$ cat config.mk
export PLATFORM = sky130hd
export DESIGN_NAME = mem_arbiter
export DESIGN_NICKNAME = d
export VERILOG_FILES = /design/src/rtl/mem_arbiter_pkg.sv /design/src/rtl/mem_arbiter_arb_select.sv /design/src/rtl/mem_arbiter.sv
export SDC_FILE = /design/constraint.sdc
export NUM_CORES = 1
export LEC_CHECK = 0
export CAP_MARGIN = 10
export CORE_ASPECT_RATIO = 1.1
export CORE_UTILIZATION = 33
export DETAILED_ROUTE_END_ITERATION = 8
export PLACE_DENSITY_LB_ADDON = 0.2
export SLEW_MARGIN = 20
export SYNTH_ARGS = -nofsm -noshare
export SYNTH_HDL_FRONTEND = slang
export SYNTH_SLANG_ARGS = --single-unit
export TNS_END_PERCENT = 50
$ cat constraint.sdc
create_clock -name clk -period 0.95 [get_ports clk]
set_input_delay 0.1425 -clock clk [delete_from_list [all_inputs] [get_ports clk]]
set_output_delay 0.1425 -clock clk [all_outputs]
set_load 0.03 [all_outputs]
$ cat src/rtl/mem_arbiter_pkg.sv
// Shared definitions for the fetch/data memory arbiter: default widths and owner encoding.
package mem_arbiter_pkg;

    localparam int ADDR_W_DEF = 8;
    localparam int DATA_W_DEF = 8;

    typedef enum logic {
        OWNER_FETCH = 1'b0,
        OWNER_DATA  = 1'b1
    } owner_e;

endpackage

$ cat src/rtl/mem_arbiter_arb_select.sv
// Grant selection between the fetch and data requesters, plus the last_owner record.
// Build option: define MEM_ARB_RR_EN for alternating grants on contention (default: data wins).
module arb_select
    import mem_arbiter_pkg::*;
(
    input  logic clk,
    input  logic rst,
    input  logic f_req,
    input  logic d_req,
    output logic f_gnt,
    output logic d_gnt
);

    owner_e last_owner;

    // NOTE: every output of a combinational block gets a default first so no latch is inferred.
    always_comb begin
        f_gnt = 1'b0;
        d_gnt = 1'b0;
        if (!rst) begin
            if (f_req && d_req) begin
`ifdef MEM_ARB_RR_EN
                if (last_owner == OWNER_DATA) begin
                    f_gnt = 1'b1;
                end else begin
                    d_gnt = 1'b1;
                end
`else
                d_gnt = 1'b1;
`endif
            end else begin
                f_gnt = f_req;
                d_gnt = d_req;
            end
        end
    end

    // NOTE: sequential state is updated with non-blocking assignments only.
    always_ff @(posedge clk) begin
        if (rst) begin
            last_owner <= OWNER_FETCH;
        end else if (f_gnt) begin
            last_owner <= OWNER_FETCH;
        end else if (d_gnt) begin
            last_owner <= OWNER_DATA;
        end
    end

`ifndef MEM_ARB_RR_EN
    // With fixed priority the owner record is kept but never consulted.
    logic unused_last_owner;
    assign unused_last_owner = last_owner;
`endif

endmodule

$ cat src/rtl/mem_arbiter.sv
// Two-requester arbiter (fetch read-only, data read/write) in front of a single-port synchronous RAM.
// Build option: MEM_ARB_RR_EN selects round-robin contention handling in arb_select.
module mem_arbiter
    import mem_arbiter_pkg::*;
#(
    parameter int ADDR_W = ADDR_W_DEF,
    parameter int DATA_W = DATA_W_DEF
) (
    input  logic              clk,
    input  logic              rst,
    input  logic              f_req,
    input  logic [ADDR_W-1:0] f_addr,
    output logic              f_gnt,
    output logic              f_rvalid,
    output logic [DATA_W-1:0] f_rdata,
    input  logic              d_req,
    input  logic              d_we,
    input  logic [ADDR_W-1:0] d_addr,
    input  logic [DATA_W-1:0] d_wdata,
    output logic              d_gnt,
    output logic              d_rvalid,
    output logic [DATA_W-1:0] d_rdata,
    output logic [ADDR_W-1:0] mem_addr,
    output logic [DATA_W-1:0] mem_wdata,
    output logic              mem_we,
    input  logic [DATA_W-1:0] mem_rdata
);

    logic [ADDR_W-1:0] addr_q;
    logic [DATA_W-1:0] wdata_q;

    arb_select u_sel (
        .clk   (clk),
        .rst   (rst),
        .f_req (f_req),
        .d_req (d_req),
        .f_gnt (f_gnt),
        .d_gnt (d_gnt)
    );

    // The RAM bus follows the granted requester; when idle it parks on the last granted values.
    always_comb begin
        mem_addr  = addr_q;
        mem_wdata = wdata_q;
        mem_we    = 1'b0;
        if (d_gnt) begin
            mem_addr  = d_addr;
            mem_wdata = d_wdata;
            mem_we    = d_we;
        end else if (f_gnt) begin
            mem_addr  = f_addr;
        end
    end

    always_ff @(posedge clk) begin
        if (rst) begin
            addr_q   <= '0;
            wdata_q  <= '0;
            f_rvalid <= 1'b0;
            d_rvalid <= 1'b0;
        end else begin
            if (f_gnt || d_gnt) begin
                addr_q  <= mem_addr;
                wdata_q <= mem_wdata;
            end
            f_rvalid <= f_gnt;
            d_rvalid <= d_gnt && !d_we;
        end
    end

    // Read data is shared; each rvalid alone says whose it is.
    assign f_rdata = mem_rdata;
    assign d_rdata = mem_rdata;

endmodule

Word level (Yosys, flattened, before mapping)
Index checks and enable logic that the tools add are counted.
Storage, ports and cells
  flip-flop bits (word level): 18
  bits of input ports: 37
Cells by class
  reductions and logical operators: 4
  muxes and demuxes: 8
Operators by type and width (number)
  8-bit two-way mux: 3
  1-bit two-way mux: 5
  1-bit logical AND: 2
  1-bit zero test: 1
  1-bit logical OR: 1

Depth between registers and ports, before layout
Gate-level depths: netlist of run 1.
  depth in word-level cells: 5
  mapped depth: 5

Hierarchy
A second synthesis of run 1 with hierarchy kept.
Second synthesis, totals
  cells, all modules: 93
  area, all modules: 953.4 um^2
By module, submodules not included
  mem_arbiter: times used 1, cells each 91, seq. area each 360.3 um^2, area each 934.6 um^2
  arb_select: times used 1, cells each 2, seq. area each 0.0 um^2, area each 18.8 um^2

Worst setup path before layout of run 1
Ideal clock, no wire load.
  kind: input-to-output
  start: input port d_req
  end: output port f_gnt
  setup slack: -531 ps
  path buffers: 3
  arrival time: 1339 ps
  cell stages on the path: 4
  path through: buf_4 buf_4 buf_6 nor3b_1
On the way
  word-level cells in the longest chain between the ends: 3
Ends and longest elaborated chain
  from (decl): line mem_arbiter.sv:16  | input logic d_req,
  1-bit logical AND: line mem_arbiter_arb_select.sv:21  | if (f_req && d_req) begin
  1-bit two-way mux: line mem_arbiter_arb_select.sv:21
  1-bit two-way mux: line mem_arbiter_arb_select.sv:20  | if (!rst) begin
  to (decl): line mem_arbiter.sv:13  | output logic f_gnt,
No other way between the ends.

Worst setup path in the final report of run 1
  start: input port d_req
  end: output port mem_addr[6]
On the way
  word-level cells in the longest chain between the ends: 5
  elaborated cells on any way between the ends: 7
  those cells by class: 6 x mux; 1 x reduce/logical
Ends and longest elaborated chain
  1-bit logical AND: line mem_arbiter_arb_select.sv:21
  1-bit two-way mux: line mem_arbiter_arb_select.sv:21
  1-bit two-way mux: line mem_arbiter_arb_select.sv:20
  8-bit two-way mux: line mem_arbiter.sv:50  | end else if (f_gnt) begin
  8-bit two-way mux *: line mem_arbiter.sv:46  | if (d_gnt) begin
  to (decl): line mem_arbiter.sv:23  | output logic [ADDR_W-1:0] mem_addr,
Mark *: on every way between the ends. The rest lies on a longest branch, timed or not.

==> results.tsv, run 1 <==
metric	value	unit
status	finished, violations left	
violations	negative setup slack	
cp_slowest_stage_delay	0.39	ns
placed_area	1580	µm²
die_area	3760	µm²
htree_levels	1	
finalMaxSlewViolations	0	
wl_per_cell	14.8	µm
area_growth	62.6	%
postSynthCellCount	115	
drc	0	
grt_setup_unrepaired	yes	
port_buffers	49	
drtIter0Drc	33	
synth_compound_area_frac	0.130	
synth-seq-cells	18	
vdd_drop_max	0.497	mV
die_height	64.2	µm
hold_end	f_rvalid$_SDFF_PP0_	
worstMarginPinSlew	0.268	ns
worst_path_max_delay_cell	a221o_2	
drtPass1Iterations	4	
instances_no_fill	209	
end_kind	primary output	
cts_tree	yes	
die_w	58.6	µm
synth_area	1160	µm²
p_per_area	1140	nW/µm²
muxShareOfSynthArea	0.216	
vias_per_cell	4.92	
globalRouteTotalUtil	0.170	
numCtsBuffers	3	
required	0.81	ns
yosysUniqueCellTypes	16	
ctsHoldBuffers	0	
arrival	1.15	ns
hold_path.class	input port to flip-flop	
dp.cells	196	
fin_area	1890	µm²
cts-root-buf	clkbuf_4	
dp.final_hpwl	1960	µm
hp-start	d_req	
synthAdderAreaFrac	0	
hold_path_depth	3	
nets	199	
timing.hold.ws	0.232	ns
antenna_found_initial	0	
setup_tns	-4.59	ns
finalHoldViolations	0	
drtAntennaViolNets	0	
synth-simple-area-share	0.166	
gp_congestion	0.687	
max_clock_freq	0.774	GHz
yosys.area_share.xor_xnor	0	
setup_slack	-0.342	ns
r2r_setup_slack	0.13	ns
grt_max_degree	29	
drv_cap	0	
final_core_util	0.562	
cts_buffer_depth	2	
rows	22	
via_count	1028	
p_leak	0.838	nW
critPathLaunchType	input port	
grt-ovfl-total	0	
fin_crit	1.29	ns
io_pins	74	
min_period_over_period	1.36	
cp_max_fo	5	
cts_sinks	18	
yosysWarnings	0	
finalSetupViolCount	18	
clk_latency	0.30	ns
antenna_cells	0	
reg2reg_to	addr_q[5]$_SDFFE_PP0P_	
drive_above_1_share	0.534	
initial_utilization	0.346	
n_fill_cell	327	
crit_chain	buf_8 > nor2b_4 > buf_6 > buf_8 > a221o_2 > buf_6	
synth_top_family_by_area	multiplexers	
yosysSeqAreaShare	0.310	
r2r_start	addr_q[5]$_SDFFE_PP0P_	
drt-total-wl	3090	µm
slew_headroom	0.821	
syn-num-nets	152	
clk_transition_reported_paths	0.10	ns
ff2ff_path_depth	3	
crit_type	input port to primary output	
avgSynthCellArea	10.1	µm²
grt_pass1_vias	1034	
grt_first_pass_wirelength	4950	µm
core_region_area	3360	µm²
finClkSkew	0	ns
[layer usage]
metal / vias up / part of all wire / global-route usage
met1: 472 / 0.42 / 0.204
met3: 3 / 0.074 / 0.0445
met2: 48 / 0.50 / 0.300
li1: 505 / - / -
met5: - / 0 / 0
met4: 0 / 0.0087 / 0.0357
[registers in the layout, indices dropped and copies added, names as in the netlist]
name      flops
d_rvalid      1
wdata_q       8
addr_q        8
f_rvalid      1
[cell type report]
type / instances / area (µm²) / share of cell area
Tap cell: 48 / 60.1 / 0.0318
Multi-Input combinational cell: 71 / 671 / 0.355
Clock buffer: 4 / 36.3 / 0.0192
Inverter: 1 / 3.75 / 0.00199
Sequential cell: 18 / 380 / 0.201
Timing Repair Buffer: 67 / 737 / 0.390
[Yosys cell counts (all sizes together)]
master	n	share of area
o21bai	1	0.0097
buf	26	0.17
inv	1	0.0032
nor4bb	8	0.069
nor3b	2	0.013
nor3	1	0.0043
dfxtp	18	0.31
mux2	8	0.078
a221o	8	0.069
nor2	8	0.026
and2	1	0.0054
mux2i	16	0.14
a211oi	8	0.052
nor2b	9	0.048
[placed cells by master, fill, tap and decap left out]
cell	instances
a211oi_1	8
a221o_2	8
and2_4	1
buf_12	3
buf_16	1
buf_2	1
buf_4	12
buf_6	22
buf_8	2
bufbuf_16	1
clkbuf_4	3
clkbuf_8	1
clkdlybuf4s50_1	17
dfxtp_1	2
dfxtp_2	16
dlygate4sd2_1	7
dlymetal6s2s_1	1
inv_2	1
mux2_2	5
mux2_4	3
mux2i_1	16
nor2_1	8
nor2b_1	8
nor2b_4	2
nor3_1	1
nor3b_1	1
nor3b_4	1
nor4bb_1	6
nor4bb_2	2
o21bai_4	1
[how the worst max path moves through the flow]
| stage | startpoint | end | slack (ns) | cells past startpoint |
|---|---|---|---|---|
| after floorplan | d_req | mem_addr[0] | -0.15 | 4 |
| after global placement | d_req | mem_wdata[1] | -1.09 | 4 |
| after detailed placement | d_req | mem_wdata[4] | -1.11 | 4 |
| after CTS | d_req | mem_addr[6] | -0.34 | 6 |
| after global routing | d_req | mem_addr[6] | -0.36 | 6 |
| final | d_req | mem_addr[6] | -0.34 | 6 |
[power by group]
| part | switching [mW] | total (mW) | internal, mW |
|---|---|---|---|
| Combinational | 0.375 | 0.841 | 0.466 |
| Sequential | 0.0253 | 0.837 | 0.812 |
| Clock | 0.242 | 0.476 | 0.234 |
| Total | 0.642 | 2.15 | 1.51 |
[cell families (layout without fill, tap and decap cells)]
| kind of cell | Yosys count | count (layout) |
|---|---|---|
| DFF | 18 | 18 |
| and+or+nand+nor | 29 | 30 |
| buffers and inverters | 27 | 72 |
| muxes | 24 | 24 |
| AOI/OAI and AO/OA | 17 | 17 |
[repair_timing]
action | 4_1_cts | 5_1_grt
pin swaps | 8 | 2
setup buffers | 4 | 2
gates cloned | 3 | 0
gates resized for setup | 113 | 15
endpoints found under the setup margin | 37 | 19
[worst max-delay path, delay by kind of cell]
kind	cells	cell delay, ns
AO/OA/AOI/OAI	1	0.39
buffers and inverters	4	0.50
AND/OR/NAND/NOR	1	0.12
[through the flow]
step                power, mW  setup WS (ns)
floorplan                1.39         -0.148
global placement         1.53          -1.09
detailed placement       1.54          -1.11
CTS                      2.15         -0.345
global route             2.27         -0.358
finish                   2.15         -0.342
(Power assumes the default switching activity.)
==> run 2: changes to the inputs <==
- CAP_MARGIN: 10 -> 20
==> results of run 2 <==
No change in the layout: final DEF, timing and power equal those of run 1.
